--- config.mk ---
export PLATFORM = sky130hd
export DESIGN_NAME = sb_alloc
export DESIGN_NICKNAME = d
export VERILOG_FILES = /design/src/rtl/sb_alloc.sv
export SDC_FILE = /design/constraint.sdc
export NUM_CORES = 1
export LEC_CHECK = 0
export CAP_MARGIN = 20
export CORE_UTILIZATION = 50
export DETAILED_ROUTE_END_ITERATION = 16
export GPL_ROUTABILITY_DRIVEN = 0
export MAX_ROUTING_LAYER = met4
export PLACE_DENSITY_LB_ADDON = 0.12
export REMOVE_ABC_BUFFERS = 1
export SYNTH_ARGS = -nofsm -noshare
export SYNTH_HDL_FRONTEND = slang
export SYNTH_SLANG_ARGS = --single-unit
--- constraint.sdc ---
create_clock -name clk_i -period 7.2 [get_ports clk_i]
set_input_delay 2.16 -clock clk_i [delete_from_list [all_inputs] [get_ports clk_i]]
set_output_delay 2.16 -clock clk_i [all_outputs]
set_load 0.05 [all_outputs]
--- src/rtl/sb_alloc.sv ---
// sb_alloc: in-order store-buffer ID allocator with commit tracking, oldest-first drain and flush recovery.
package config_pkg;
    typedef struct packed {
        int unsigned INSTR_PER_FETCH;
    } cfg_t;
    localparam cfg_t EmptyCfg = '{INSTR_PER_FETCH: 4};
endpackage

module sb_alloc #(
    parameter config_pkg::cfg_t Cfg = config_pkg::EmptyCfg,
    parameter int unsigned SB_DEPTH = 16,
    parameter int unsigned SB_IDX_WIDTH = $clog2(SB_DEPTH),
    localparam int unsigned W = Cfg.INSTR_PER_FETCH,
    localparam int unsigned CW = $clog2(W + 1)
) (
    input  logic                             clk_i,
    input  logic                             rst_ni,
    input  logic [W-1:0]                     alloc_req_i,
    input  logic                             alloc_fire_i,
    output logic                             alloc_ready_o,
    output logic [W-1:0][SB_IDX_WIDTH-1:0]   alloc_id_o,
    input  logic [CW-1:0]                    commit_cnt_i,
    output logic                             drain_valid_o,
    output logic [SB_IDX_WIDTH-1:0]          drain_id_o,
    input  logic                             drain_ready_i,
    input  logic                             flush_i,
    output logic [SB_IDX_WIDTH:0]            free_cnt_o,
    output logic                             empty_o
);
    localparam int unsigned PW = SB_IDX_WIDTH + 1;

    logic [PW-1:0] r_head, r_cmt, r_tail;
    logic [PW-1:0] w_used, w_n_req, w_cmt_next, w_tail_next;

    // Each requesting lane takes tail plus the number of older requesting lanes.
    always_comb begin
        w_n_req = '0;
        for (int i = 0; i < W; i++) begin
            alloc_id_o[i] = alloc_req_i[i] ? r_tail[SB_IDX_WIDTH-1:0] + w_n_req[SB_IDX_WIDTH-1:0] : '0;
            w_n_req = w_n_req + PW'(alloc_req_i[i]);
        end
    end

    assign w_used        = r_tail - r_head;
    assign free_cnt_o    = PW'(SB_DEPTH) - w_used;
    assign empty_o       = (w_used == '0);
    assign alloc_ready_o = (w_n_req <= free_cnt_o);
    assign drain_valid_o = (r_head != r_cmt);
    assign drain_id_o    = r_head[SB_IDX_WIDTH-1:0];
    assign w_cmt_next    = r_cmt + PW'(commit_cnt_i);
    // Flush keeps committed stores, including those committed this same cycle.
    assign w_tail_next   = flush_i ? w_cmt_next :
                           (alloc_fire_i && alloc_ready_o) ? r_tail + w_n_req : r_tail;

    always_ff @(posedge clk_i or negedge rst_ni) begin
        if (!rst_ni) begin
            r_head <= '0;
            r_cmt  <= '0;
            r_tail <= '0;
        end else begin
            r_head <= r_head + PW'(drain_valid_o && drain_ready_i);
            r_cmt  <= w_cmt_next;
            r_tail <= w_tail_next;
        end
    end

    a_commit_in_range: assert property (@(posedge clk_i) disable iff (!rst_ni)
        PW'(commit_cnt_i) <= r_tail - r_cmt);
endmodule
# Yosys cells after proc, flatten, opt, wreduce, memory -nomap -nowiden
# Cells that the tools add are included.
[op_classes]
n_lt_le_gt_ge = 1
div = 0
n_reduce_logical = 4
addsub = 11
n_mux = 6
multipliers = 0
n_bitwise = 0
n_shift = 0
n_eq_ne = 1
[ops]
columns = ["operator", "count"]
rows = [
  ["$mux W4", 4],
  ["$mux W5", 2],
  ["$add A5 B1 Y5", 1],
  ["$add A5 B3 Y5", 1],
  ["$add A5 B4 Y5", 1],
  ["$le A4 B5 Y1", 1],
  ["$logic_not A5 Y1", 1],
  ["$ne A5 B5 Y1", 1],
  ["$sub A5 B5 Y5", 1],
  ["$sub A5 B5 Y5 const A", 1],
  ["$add A3 B1 Y4", 1],
  ["$add A4 B1 Y4", 1],
  ["$add A4 B2 Y4", 1],
  ["$add A4 B3 Y4", 1],
  ["$add A2 B1 Y3", 1],
  ["$add A1 B1 Y2", 1],
  ["$logic_and A1 B1 Y1", 2],
  ["$reduce_bool A2 Y1", 1],
]
[word_totals]
elab_cells = 26
inputBits = 12
output_inout_bits = 28
ramBits = 0
rom_bits = 0
latchBits = 0
mem_count = 0
reg_bits = 15

# Longest topological paths before layout
# Gate-level depths: netlist of run 1.
[logic_depth]
ltp_word = 7
depth_mapped = 13

# Worst setup path after synthesis of run 1
# No wires, ideal clock.
[synth_path]
path_kind = "input to output"
from = "input port alloc_req_i[0]"
to = "output port alloc_ready_o"
t_required_ns = 5.040
cell_stages = 8
arrival_time_ns = 4.615
path_slack_ns = 0.425
cell_sequence = "fa_1 > ha_1 > fa_1 > ha_1 > nor2b_1 > o21a_1 > o311a_1 > nand2_1"
[synth_between]
elab_chain_len = 4
[synth_lines]
columns = ["element", "line_no", "text"]
rows = [
  ["from (decl)", "18", "input logic [W-1:0] alloc_req_i,"],
  ["$add A1 B1 Y2", "40", "w_n_req = w_n_req + PW'(alloc_req_i[i]);"],
  ["$add A2 B1 Y3", "40", ""],
  ["$add A3 B1 Y4", "40", ""],
  ["$le A4 B5 Y1", "47", "assign alloc_ready_o = (w_n_req <= free_cnt_o);"],
  ["to (decl)", "20", "output logic alloc_ready_o,"],
]
# No other way between the ends.

# Worst setup path after layout of run 1
[layout_path]
from = "input port alloc_req_i[2]"
to = "output port alloc_ready_o"
[layout_between]
elab_chain_len = 3
[layout_lines]
columns = ["element", "line_no"]
rows = [
  ["$add A2 B1 Y3", "40"],
  ["$add A3 B1 Y4", "40"],
  ["$le A4 B5 Y1", "47"],
]
# No other way between the ends.

==> reports/summary.txt, run 1 <==
Status: finished clean
Clk_lat worst skew: 280 ps
Worst Hold Class: flop to flop
Buf+Inv Stages, Crit Path: 2
Max frequency: 0.1414 GHz
Detailed-route via count: 1369
Final net count: 269
Startpoint Class: input pin
Worst Skew: 0.3401 ps
CP Capture Type: primary output
Core Region: 3128 µm²
Iter 0 DRT Violations: 28
Die area: 3628 µm²
Vias in the first global route: 1371
Crit path cell chain: dlygate4sd2_1, fa_1, ha_2, fa_1, ha_1, nor2b_1, o21a_1, o311a_4, nand2_4, buf_12
Period minus WS final: 7072 ps
Ys Warns: 0
Sequential cell area fraction in the yosys report: 0.2214
Critical path peak fanout: 2
CP max stage cell: fa_1
Unique masters post-synth: 33
Normalized max-slew margin: 0.5276
Die H: 60.23 µm
Root buffer cell: clkbuf_4
Clk sink count: 15
Critical Path AT: 4910 ps
Cts bufs inserted: 3
Post-DP HPWL: 3095 µm
RSZ-0062 raised after global routing: false
Worst Setup Path Type: input pin to primary output
Drt wl/cell: 13.80 µm
Worst R2R Setup Slack: 3730 ps
Initial Utilization: 0.5420
Max Cap Viol: 0
First-pass GRT wire length: 6361 µm
CP peak stage delay: 570 ps
Hold Vio Cnt, Final: 0
Routed Wire Length: 3644 µm
Worst-Margin Slew: 699.6 ps
Port Buffers: 39
WHS: 546.4 ps
Fin. max-slew vios: 0
Post-route ant nets: 0
Diode count: 0
Antenna violations before repair: 0
Gr usage total: 0.2444
Avg Cell Area, Syn: 9.633 µm²
Kind of cell adding the most delay to the critical path: adder cells
Largest net degree at the start of global routing: 17
Total congestion overflow: 0
Cell taking the most area after synthesis: dfrtp_1
Die X: 60.23 µm
Setup WS pre-CTS: -117.1 ps
CP required: 5040 ps
# IOs: 40
Setup slack after layout: 128.2 ps
Longest Clk Path Bufs: 2
Period utilization: 0.9822
Synth Instances: 176
Row cnt: 20
DRC viols: 0
CTS tree: built
CTS clk-pin slew, worst paths: 90 ps
Layout cell share with drive strength beyond 1: 0.1136
DRT Pass-1 Iters: 4
Post-synth top area share: 0.2214
Post-Synthesis Cell Area: 1695 µm²
Setup violators final: 0
Most used cell, CP: fa_1
H-tree Lvls: 1
Flops & latches, synth: 15
Area contributors post-synth: dfrtp_1 22%, ha_1 21%, fa_1 8.3%
Area grow syn2layout: 30.18%
Vias per std cell: 5.186
worst register-to-register path: stages (launching register included):
cell       delay (ps)
dfrtp_1           480
inv_1              90
ha_1              150
inv_1              50
fa_1              500
inv_1              50
ha_1              280
inv_1              50
ha_1              280
nor2b_1           140
o21a_1            190
o311a_4           380
buf_4             150
a2111oi_0         420
a221oi_1          100
per-stage QoR:
stage / setup TNS [ps] / cells / area [µm²] / util
after floorplan: 0 / 171 / 1662 / -
after global placement: 0 / 259 / 2155 / 0.6888
after detailed placement: -117.1 / 259 / 2155 / 0.6888
after CTS: 0 / 264 / 2207 / 0.7056
after global routing: 0 / 264 / 2207 / 0.7056
final: 0 / 264 / 2207 / 0.7056
cells in the mapped netlist (all sizes together):
cell type,n
a2111oi,2
a211oi,3
a21o,5
a21oi,6
a221oi,2
and2,16
and3,2
buf,4
clkbuf,1
clkinv,1
dfrtp,15
fa,7
ha,29
inv,21
nand2,3
nand2b,2
nand3,5
nor2,7
nor2b,6
nor3,3
nor4b,1
o2111ai,1
o21a,1
o21ai,4
o2bb2ai,1
o311a,1
o311ai,2
xnor2,14
xnor3,1
xor2,10
routing by layer:
metal	wire length [µm]	track usage
met1	1708	0.3199
met2	1814	0.3956
met3	102	0.04762
met4	19	0.03987
met5	0	-
final timing paths:
kind / from / depth (start not counted) / end
min in group asynchronous: rst_ni / 1 / r_cmt[3]$_DFF_PN0_
worst min register to register: r_head[4]$_DFF_PN0_ / 1 / r_head[4]$_DFF_PN0_
worst max-delay path: alloc_req_i[2] / 10 / alloc_ready_o
worst max register to register: r_tail[0]$_DFFE_PN0P_ / 14 / r_tail[0]$_DFFE_PN0P_
max in group asynchronous: rst_ni / 1 / r_head[3]$_DFF_PN0_
worst min-delay path: r_head[4]$_DFF_PN0_ / 1 / r_head[4]$_DFF_PN0_
kinds of logic after synthesis:
kind of cell    Yosys count  share of synthesized area
compound gates           28                     0.1262
fa+ha+maj                36                     0.2967
buf+inv                  27                    0.06937
simple gates             45                     0.1483
xor+xnor                 25                     0.1380
flops                    15                     0.2214
sequential cells by signal, indices dropped and copies added (netlist names):
| signal | flops |
|---|---|
| r_cmt | 5 |
| r_head | 5 |
| r_tail | 5 |
area by class of cell:
type | count | area (µm²)
fillers | 242 | 920.9
flip-flops and latches | 15 | 375.4
clock inverters | 1 | 5.005
well taps | 44 | 55.05
inverters | 22 | 83.83
clock buffers | 3 | 22.52
multi-input cells | 134 | 1224
repair buffers | 45 | 441.7
placed cells by master (no fill, tap or decap), types with 3 or more instances in the layout:
| master | count |
|---|---|
| a211oi_1 | 3 |
| o21ai_0 | 3 |
| ha_1 | 28 |
| buf_4 | 10 |
| dfrtp_1 | 15 |
| a21o_1 | 5 |
| fa_1 | 7 |
| inv_1 | 21 |
| xor2_1 | 10 |
| clkbuf_4 | 3 |
| a21oi_1 | 6 |
| and2_1 | 16 |
| nand3_1 | 5 |
| nor2b_1 | 6 |
| nor3_1 | 3 |
| nor2_1 | 6 |
| xnor2_1 | 14 |
| clkdlybuf4s50_1 | 30 |
| dlygate4sd2_1 | 3 |
repair_timing:
item,in CTS,in global routing
setup buffers,1,0
endpoints found under the setup margin,1,0
hold buffers,0,0
gates resized for setup,7,0
Power of run 1 is not shown: default switching activity piles up to over one toggle a cycle in this logic, so the estimate is an artifact.
==> run 2, diff against run 1 <==
Settings changed: GPL_ROUTABILITY_DRIVEN 0 to default, HOLD_SLACK_MARGIN from default to 0.15.
==> results of run 2 <==
Same layout as run 1: the final DEF is identical, and so are final timing and power.
Power of run 2 is left out for the same reason.
